### config.mk
export PLATFORM = sky130hd
export DESIGN_NAME = controle_multiciclo_mips
export DESIGN_NICKNAME = d
export VERILOG_FILES = /design/src/rtl/mips_ctrl_pkg.sv /design/src/rtl/decod_saidas_ctrl.sv /design/src/rtl/controle_multiciclo_mips.sv
export SDC_FILE = /design/constraint.sdc
export NUM_CORES = 1
export LEC_CHECK = 0
export CORE_ASPECT_RATIO = 0.9
export CORE_MARGIN = 4
export CORE_UTILIZATION = 46
export DETAILED_ROUTE_END_ITERATION = 8
export GPL_ROUTABILITY_DRIVEN = 0
export MAX_ROUTING_LAYER = met4
export PLACE_DENSITY = 0.94
export SETUP_SLACK_MARGIN = 0.3
export SLEW_MARGIN = 20
export SYNTH_ARGS = -nofsm -noshare
export SYNTH_HDL_FRONTEND = slang
export SYNTH_HIERARCHICAL = 1
export SYNTH_SLANG_ARGS = --single-unit
export TNS_END_PERCENT = 20
### constraint.sdc
create_clock -name clk -period 2.5 [get_ports clk]
set_input_delay 0.75 -clock clk [delete_from_list [all_inputs] [get_ports clk]]
set_output_delay 0.75 -clock clk [all_outputs]
set_load 0.03 [all_outputs]
### src/rtl/mips_ctrl_pkg.sv
`default_nettype none
// ============================================================================
// mips_ctrl_pkg : opcodes, state encodings and control-word codes for the
//                 multi-cycle MIPS control unit.   Rev 1.0
// ============================================================================
package mips_ctrl_pkg;

  localparam logic [5:0] OP_RTYPE = 6'b000000;
  localparam logic [5:0] OP_LW    = 6'b100011;
  localparam logic [5:0] OP_SW    = 6'b101011;
  localparam logic [5:0] OP_BEQ   = 6'b000100;
  localparam logic [5:0] OP_J     = 6'b000010;
  localparam logic [5:0] OP_ADDI  = 6'b001000;

  typedef enum logic [3:0] {
    ST_RST       = 4'd0,
    ST_FETCH     = 4'd1,
    ST_DECODE    = 4'd2,
    ST_MEM_ADDR  = 4'd3,
    ST_MEM_READ  = 4'd4,
    ST_MEM_WB    = 4'd5,
    ST_MEM_WRITE = 4'd6,
    ST_EXECUTE   = 4'd7,
    ST_R_WB      = 4'd8,
    ST_BRANCH    = 4'd9,
    ST_JUMP      = 4'd10,
    ST_ADDI_EX   = 4'd11,
    ST_ADDI_WB   = 4'd12
  } estado_t;

  localparam logic [1:0] ALUOP_ADD   = 2'b00;
  localparam logic [1:0] ALUOP_SUB   = 2'b01;
  localparam logic [1:0] ALUOP_FUNCT = 2'b10;

  localparam logic [1:0] SRCB_B       = 2'b00;
  localparam logic [1:0] SRCB_4       = 2'b01;
  localparam logic [1:0] SRCB_IMM     = 2'b10;
  localparam logic [1:0] SRCB_IMM_SH2 = 2'b11;

  localparam logic [1:0] PCSRC_ALU    = 2'b00;
  localparam logic [1:0] PCSRC_ALUOUT = 2'b01;
  localparam logic [1:0] PCSRC_JUMP   = 2'b10;

  typedef struct packed {
    logic       pc_write;
    logic       pc_write_cond;
    logic       i_or_d;
    logic       mem_read;
    logic       mem_write;
    logic       ir_write;
    logic       mem_to_reg;
    logic       reg_dst;
    logic       reg_write;
    logic       alu_src_a;
    logic [1:0] alu_src_b;
    logic [1:0] alu_op;
    logic [1:0] pc_source;
    logic       instr_fim;
    logic       illegal_op;
  } ctrl_word_t;

  function automatic logic op_suportado(input logic [5:0] op);
    return (op == OP_RTYPE) || (op == OP_LW) || (op == OP_SW) ||
           (op == OP_BEQ)   || (op == OP_J)  || (op == OP_ADDI);
  endfunction

endpackage
`default_nettype wire

### src/rtl/decod_saidas_ctrl.sv
`default_nettype none
// ============================================================================
// decod_saidas_ctrl : maps the registered state (plus mem_ready / opcode where
//                     allowed) to the datapath control word.   Rev 1.0
// ============================================================================
module decod_saidas_ctrl
  import mips_ctrl_pkg::*;
(
  input  estado_t    estado_i,
  input  logic       mem_ready_i,
  input  logic [5:0] opcode_i,
  output ctrl_word_t ctrl_o
);

  always_comb begin
    ctrl_o = '0;
    case (estado_i)
      ST_FETCH: begin
        ctrl_o.mem_read  = 1'b1;
        ctrl_o.alu_src_b = SRCB_4;
        ctrl_o.alu_op    = ALUOP_ADD;
        ctrl_o.pc_source = PCSRC_ALU;
        ctrl_o.ir_write  = mem_ready_i;
        ctrl_o.pc_write  = mem_ready_i;
      end
      ST_DECODE: begin
        ctrl_o.alu_src_b  = SRCB_IMM_SH2;
        ctrl_o.alu_op     = ALUOP_ADD;
        ctrl_o.illegal_op = ~op_suportado(opcode_i);
      end
      ST_MEM_ADDR, ST_ADDI_EX: begin
        ctrl_o.alu_src_a = 1'b1;
        ctrl_o.alu_src_b = SRCB_IMM;
        ctrl_o.alu_op    = ALUOP_ADD;
      end
      ST_MEM_READ: begin
        ctrl_o.mem_read = 1'b1;
        ctrl_o.i_or_d   = 1'b1;
      end
      ST_MEM_WRITE: begin
        ctrl_o.mem_write = 1'b1;
        ctrl_o.i_or_d    = 1'b1;
        ctrl_o.instr_fim = mem_ready_i;
      end
      ST_MEM_WB: begin
        ctrl_o.reg_write  = 1'b1;
        ctrl_o.mem_to_reg = 1'b1;
        ctrl_o.instr_fim  = 1'b1;
      end
      ST_EXECUTE: begin
        ctrl_o.alu_src_a = 1'b1;
        ctrl_o.alu_src_b = SRCB_B;
        ctrl_o.alu_op    = ALUOP_FUNCT;
      end
      ST_R_WB: begin
        ctrl_o.reg_write = 1'b1;
        ctrl_o.reg_dst   = 1'b1;
        ctrl_o.instr_fim = 1'b1;
      end
      ST_ADDI_WB: begin
        ctrl_o.reg_write = 1'b1;
        ctrl_o.instr_fim = 1'b1;
      end
      ST_BRANCH: begin
        ctrl_o.alu_src_a     = 1'b1;
        ctrl_o.alu_src_b     = SRCB_B;
        ctrl_o.alu_op        = ALUOP_SUB;
        ctrl_o.pc_write_cond = 1'b1;
        ctrl_o.pc_source     = PCSRC_ALUOUT;
        ctrl_o.instr_fim     = 1'b1;
      end
      ST_JUMP: begin
        ctrl_o.pc_write  = 1'b1;
        ctrl_o.pc_source = PCSRC_JUMP;
        ctrl_o.instr_fim = 1'b1;
      end
      default: ctrl_o = '0;
    endcase
  end

endmodule
`default_nettype wire

### src/rtl/controle_multiciclo_mips.sv
`default_nettype none
// ============================================================================
// controle_multiciclo_mips : Moore FSM sequencing the shared multi-cycle MIPS
//                            datapath, with memory wait-state handshake. Rev 1.0
// ============================================================================
module controle_multiciclo_mips
  import mips_ctrl_pkg::*;
(
  input  logic       clk,
  input  logic       reset,
  input  logic [5:0] opcode,
  input  logic       mem_ready,
  output logic       pc_write,
  output logic       pc_write_cond,
  output logic       i_or_d,
  output logic       mem_read,
  output logic       mem_write,
  output logic       ir_write,
  output logic       mem_to_reg,
  output logic       reg_dst,
  output logic       reg_write,
  output logic       alu_src_a,
  output logic [1:0] alu_src_b,
  output logic [1:0] alu_op,
  output logic [1:0] pc_source,
  output logic       instr_fim,
  output logic       illegal_op,
  output logic [3:0] estado
);

  estado_t    state_q, state_d;
  logic [5:0] op_q, op_d;
  ctrl_word_t ctrl;

  always_comb begin
    state_d = state_q;
    op_d    = op_q;
    case (state_q)
      ST_RST:    state_d = ST_FETCH;
      ST_FETCH:  if (mem_ready) state_d = ST_DECODE;
      ST_DECODE: begin
        op_d = opcode;
        case (opcode)
          OP_LW, OP_SW: state_d = ST_MEM_ADDR;
          OP_RTYPE:     state_d = ST_EXECUTE;
          OP_BEQ:       state_d = ST_BRANCH;
          OP_J:         state_d = ST_JUMP;
          OP_ADDI:      state_d = ST_ADDI_EX;
          default:      state_d = ST_FETCH;
        endcase
      end
      // The live opcode may already belong to the next fetch; trust op_q only.
      ST_MEM_ADDR:  state_d = (op_q == OP_SW) ? ST_MEM_WRITE : ST_MEM_READ;
      ST_MEM_READ:  if (mem_ready) state_d = ST_MEM_WB;
      ST_MEM_WRITE: if (mem_ready) state_d = ST_FETCH;
      ST_EXECUTE:   state_d = ST_R_WB;
      ST_ADDI_EX:   state_d = ST_ADDI_WB;
      default:      state_d = ST_FETCH;
    endcase
  end

  always_ff @(posedge clk) begin
    if (reset) begin
      state_q <= ST_RST;
      op_q    <= '0;
    end else begin
      state_q <= state_d;
      op_q    <= op_d;
    end
  end

  decod_saidas_ctrl u_decod (
    .estado_i    (state_q),
    .mem_ready_i (mem_ready),
    .opcode_i    (opcode),
    .ctrl_o      (ctrl)
  );

  assign pc_write      = ctrl.pc_write;
  assign pc_write_cond = ctrl.pc_write_cond;
  assign i_or_d        = ctrl.i_or_d;
  assign mem_read      = ctrl.mem_read;
  assign mem_write     = ctrl.mem_write;
  assign ir_write      = ctrl.ir_write;
  assign mem_to_reg    = ctrl.mem_to_reg;
  assign reg_dst       = ctrl.reg_dst;
  assign reg_write     = ctrl.reg_write;
  assign alu_src_a     = ctrl.alu_src_a;
  assign alu_src_b     = ctrl.alu_src_b;
  assign alu_op        = ctrl.alu_op;
  assign pc_source     = ctrl.pc_source;
  assign instr_fim     = ctrl.instr_fim;
  assign illegal_op    = ctrl.illegal_op;
  assign estado        = state_q;

endmodule
`default_nettype wire

After elaboration in Yosys (flattened, before gate mapping)
Index checks and enable logic that the tools add are counted.
{"block": "op_classes", "bitwise_logic": 1, "n_eq_ne": 21, "muxes": 20, "reduce_logical": 14}
{"cell": "case mux 4 bit (5 select lines)", "n": 2}
{"cell": "case mux 4 bit (7 select lines)", "n": 1}
{"cell": "equality test 4 bit (second input constant)", "n": 5}
{"cell": "equality test 6 bit (second input constant)", "n": 3}
{"cell": "equality test 4 x 3 -> 1 bit (second input constant)", "n": 4}
{"cell": "2-to-1 mux 4 bit", "n": 3}
{"cell": "2-to-1 mux 1 bit", "n": 10}
{"cell": "equality test 4 x 2 -> 1 bit (second input constant)", "n": 2}
{"cell": "OR reduction 2 bit", "n": 4}
{"cell": "equality test 6 x 2 -> 1 bit (second input constant)", "n": 1}
{"cell": "equality test 6 x 3 -> 1 bit (second input constant)", "n": 1}
{"cell": "equality test 6 x 4 -> 1 bit (second input constant)", "n": 1}
{"cell": "zero test 6 bit", "n": 1}
{"cell": "inequality test 2 bit (second input constant)", "n": 3}
{"cell": "logical OR 1 bit", "n": 5}
{"cell": "OR reduction 5 bit", "n": 1}
{"cell": "equality test 4 x 1 -> 1 bit (second input constant)", "n": 1}
{"cell": "case mux 1 bit (2 select lines)", "n": 2}
{"cell": "case mux 2 bit (2 select lines)", "n": 1}
{"cell": "OR reduction 4 bit", "n": 1}
{"cell": "AND reduction 3 bit", "n": 1}
{"cell": "OR reduction 3 bit", "n": 1}
{"cell": "2-to-1 mux 2 bit", "n": 1}
{"cell": "NOT 1 bit", "n": 1}
{"block": "totals", "inputBits": 9, "elab_cells": 58, "regBits": 10}

Depth between registers and ports, before layout
{"block": "logic_depth", "ltp_word": 8, "depth_mapped": 5, "mapped_depth_nobuf": 4}

Modules after synthesis
Netlist, hierarchy kept.
{"module": "controle_multiciclo_mips", "area_each_um2": 529.3, "seq_area_each_um2": 200.2, "instances": 1, "cells_each": 68}
{"module": "decod_saidas_ctrl", "area_each_um2": 266.5, "seq_area_each_um2": 0.0, "instances": 1, "cells_each": 42}

Worst setup path before layout
No wires, ideal clock.
{"block": "synth_timing", "path_type": "register to output", "from": "register state_q[0] (netlist: estado[0])", "to": "output ir_write", "n_path_buf": 0, "t_arrival_ns": 1.956, "path_stages_with_launch": 3, "required_ns": 1.750, "slack_ns": -0.206, "cell_sequence": "dfxtp_1 nand2b_1 nor4b_1"}
{"block": "synth_via", "elab_chain_len": 2}
{"element": "from (decl)", "line_no": "controle_multiciclo_mips.sv:31", "text": "estado_t state_q, state_d;"}
{"element": "from (signal assigned)", "line_no": "controle_multiciclo_mips.sv:67", "text": "state_q <= state_d;"}
{"element": "equality test 4 x 1 -> 1 bit", "line_no": "decod_saidas_ctrl.sv:17", "text": "case (estado_i)"}
{"element": "2-to-1 mux 1 bit", "line_no": "decod_saidas_ctrl.sv:17"}
{"element": "to (decl)", "line_no": "controle_multiciclo_mips.sv:18", "text": "output logic ir_write,"}
No other way between the ends.

Worst setup path in the final report
{"block": "layout_timing", "from": "input opcode[1]", "to": "output illegal_op"}
{"block": "layout_via", "elab_chain_len": 8}
{"element": "from (decl)", "line_no": "controle_multiciclo_mips.sv:11", "text": "input logic [5:0] opcode,"}
{"element": "equality test 6 bit or zero test 6 bit (tied branches)", "line_no": "mips_ctrl_pkg.sv:63", "text": "return (op == OP_RTYPE) || (op == OP_LW) || (op == OP_SW) ||"}
{"element": "logical OR 1 bit (3 in a row)", "line_no": "mips_ctrl_pkg.sv:63"}
{"element": "logical OR 1 bit", "line_no": "mips_ctrl_pkg.sv:64", "text": "(op == OP_BEQ) || (op == OP_J) || (op == OP_ADDI);"}
{"element": "logical OR 1 bit (*)", "line_no": "mips_ctrl_pkg.sv:64"}
{"element": "NOT 1 bit (*)", "line_no": "decod_saidas_ctrl.sv:29", "text": "ctrl_o.illegal_op = ~op_suportado(opcode_i);"}
{"element": "2-to-1 mux 1 bit (*)", "line_no": "decod_saidas_ctrl.sv:17"}
{"element": "to (decl)", "line_no": "controle_multiciclo_mips.sv:27", "text": "output logic illegal_op,"}
Mark *: on every way between the ends. The rest lies on a longest branch, timed or not.

==> metrics.yaml <==
die_area_sq_um: 2460
synth_top_cell_by_area: "dfxtp_1"
combPwrFrac_pct: 31.3
setup_viol: 0
synth_edf_count: 0
clkPwrFrac_pct: 32.0
multiInputGateArea_sq_um: 589
drtIter0Drc: 57
die_h_microns: 47.5
ant_nets: 0
area_delta_synth_final_pct: 59.1
vdd_drop_max_uv: 287
ys_ff_latch: 10
dp_slack_ns: -0.330
final_layout_size_suffix_gt1_share_pct: 34.0
seq_power_share_pct: 36.7
grt_pass1_vias: 969
maxCapViolCount: 0
cp-startpoint: "opcode[1]"
fmax_ghz: 0.407
diodes: 0
required_ns: 1.75
grt_start_max_net_pins: 15
routed-via-count: 1021
clock_sinks: 10
syn_nets: 119
cts_tree: "built"
swShare_pct: 32.5
numPortBuffers: 30
power_leakage_nw: 0.536
period_needed_ns: 2.46
synth_top_cells_by_area: "dfxtp_1 25%, a21oi_1 8.8%, nand2_1 6.6%"
crit_path_start_kind: "input port"
ctsRootBufferMaster: "clkbuf_4"
row_count: 13
cp_max_fo: 2
powerDensity_nw_per_um2: 374
max_slew_margin_pct: 54.8
synth_top_area_share_pct: 25.2
clock_path_buffers: 2
crit_path_end_kind: "output pin"
fin_crit_sh_pct: 98.4
ys_seq_area_share_pct: 25.2
yosysWarnings: 6
criticalPathCategory: "input port to output pin"
vias_per_cell: 5.83
p_int_uw: 319
clk_latency_ns: 0.28
timing.rr.start: "estado[3]"
dp.final_hpwl_microns: 2020
hp-start: "op_q[5]"
grt_usage_pct: 26.6
synth_cells: 110
clock_skew_ns: 0.00794
seq_area_sq_um: 205
synthesis.area_sq_um: 796
power.switching_uw: 154
drt_pass1_iterations: 5
io_pins: 31
grt_pass1_wl_microns: 4610
wl_per_cell_microns: 16.2
slew_violations: 0
synth_cell_types: 33
grt_remaining_overflow: 0
fin_nets: 163
ctsHtreeMaxLevel: 1
post-route-drc-count: 0
worst_slew_pin_slew_ns: 0.673
arrival_ns: 1.71
status: "completed"
hold_slack_ns: 0.460
start_util_pct: 51.5
min_path_type: "register to register"
fillCellCount: 97
setup_tns_ns: 0
die_w_microns: 51.8
synthFlopType: "dfxtp_1"
async_flop_share_pct: 0
numCtsBuffers: 3
antenna_found_initial: 0
wirelength_microns: 2830
path_clk_slew_ns: 0.07
finalHoldViolCount: 0
finalPower_uw: 473
avgSynthCellArea_sq_um: 7.23
core_area_sq_um: 1550
rsz0062_at_grt: "true"
setup_slack_ns: 0.0412
[per-stage QoR]
step           instance area (sq um)  instances  utilization (%)
2_1_floorplan                    820        110                -
3_3_place_gp                    1200        170             77.7
3_5_place_dp                    1200        170             77.7
4_1_cts                         1260        175             81.9
5_1_grt                         1270        175             81.9
6_report                        1270        175             81.9
[layout by cell type, fill, tap and decap left out, types with 2 or more instances in the layout]
cell type and n:
a211oi_1 3, a21oi_1 14, buf_2 2, buf_4 23
buf_6 6, clkbuf_4 3, clkdlybuf4s50_1 4, dfxtp_1 6
dfxtp_2 4, dlygate4sd2_1 9, inv_1 2, nand2_1 14
nand2b_1 6, nand4b_1 2, nor2_1 11, nor2b_1 3
nor3_1 4, o21ai_0 6, o31ai_2 2, or3_1 2
xnor2_1 2
[Yosys cell counts, types with 2 or more instances]
| cell type | instances |
|---|---|
| nor2b_1 | 3 |
| dfxtp_1 | 10 |
| nand2b_1 | 7 |
| inv_1 | 3 |
| nand2_1 | 14 |
| clkbuf_1 | 2 |
| a211oi_1 | 3 |
| nor3_1 | 4 |
| nor4b_1 | 2 |
| nor2_1 | 11 |
| a21oi_1 | 14 |
| o31ai_2 | 3 |
| o21ai_0 | 7 |
| nand4b_1 | 2 |
| or3_1 | 2 |
| xnor2_1 | 2 |
| buf_4 | 3 |
| buf_2 | 3 |
[flip-flops by register name, indices dropped and copies added (netlist names)]
register,cells
op_q,6
estado,4
[layer usage]
| metal | global-route usage, % | part of all wire, % | vias to the layer above |
|---|---|---|---|
| met5 | - | 0 | - |
| met4 | 9.42 | 1.2 | 0 |
| met3 | 5.30 | 5.0 | 7 |
| met2 | 45.4 | 54 | 44 |
| met1 | 31.5 | 40 | 488 |
| li1 | - | - | 482 |
[critical path, stage by stage]
cell and delay (ns):
buf_6 0.10, buf_6 0.10, nand4b_1 0.14, o31ai_4 0.10, a2111oi_4 0.30, buf_4 0.22
[logic make-up after synthesis]
kind of cell	Yosys count	share of synthesized area, %
adder cells (fa/ha/maj)	1	1.41
flip-flops	10	25.2
buffers and inverters	11	7.07
XOR/XNOR	3	3.30
AO/OA/AOI/OAI	32	26.6
AND/OR/NAND/NOR	53	36.5
[cell type report]
class	instances	share of cell area [%]
Inverter	3	0.889
Clock buffer	4	2.87
Timing Repair Buffer	47	31.3
Tap cell	22	2.17
Multi-Input combinational cell	89	46.5
Sequential cell	10	16.2
[path summary, 6_finish.rpt]
check | slack (ns) | cells after the start | end
setup / recovery | 0.04 | 6 | illegal_op
hold / removal | 0.46 | 2 | op_q[5]
setup reg to reg | 0.60 | 5 | estado[1]
hold reg to reg | 0.46 | 2 | op_q[5]
[power groups by stage]
stage	Combinational [mW]	Clock [mW]	Sequential (mW)
final	0.148	0.152	0.174
after global routing	0.157	0.166	0.175
after floorplan	0.0711	0	0.179
after detailed placement	0.140	0	0.176
after global placement	0.136	0	0.176
after CTS	0.144	0.153	0.173
[timing repair]
item / in CTS / in global routing
hold buffers: 0 / 0
endpoints found under the setup margin: 19 / 18
buffers inserted: 1 / 0
pin swaps: 5 / 2
gates resized for setup: 46 / 4
Power figures use the tool's default switching activity.
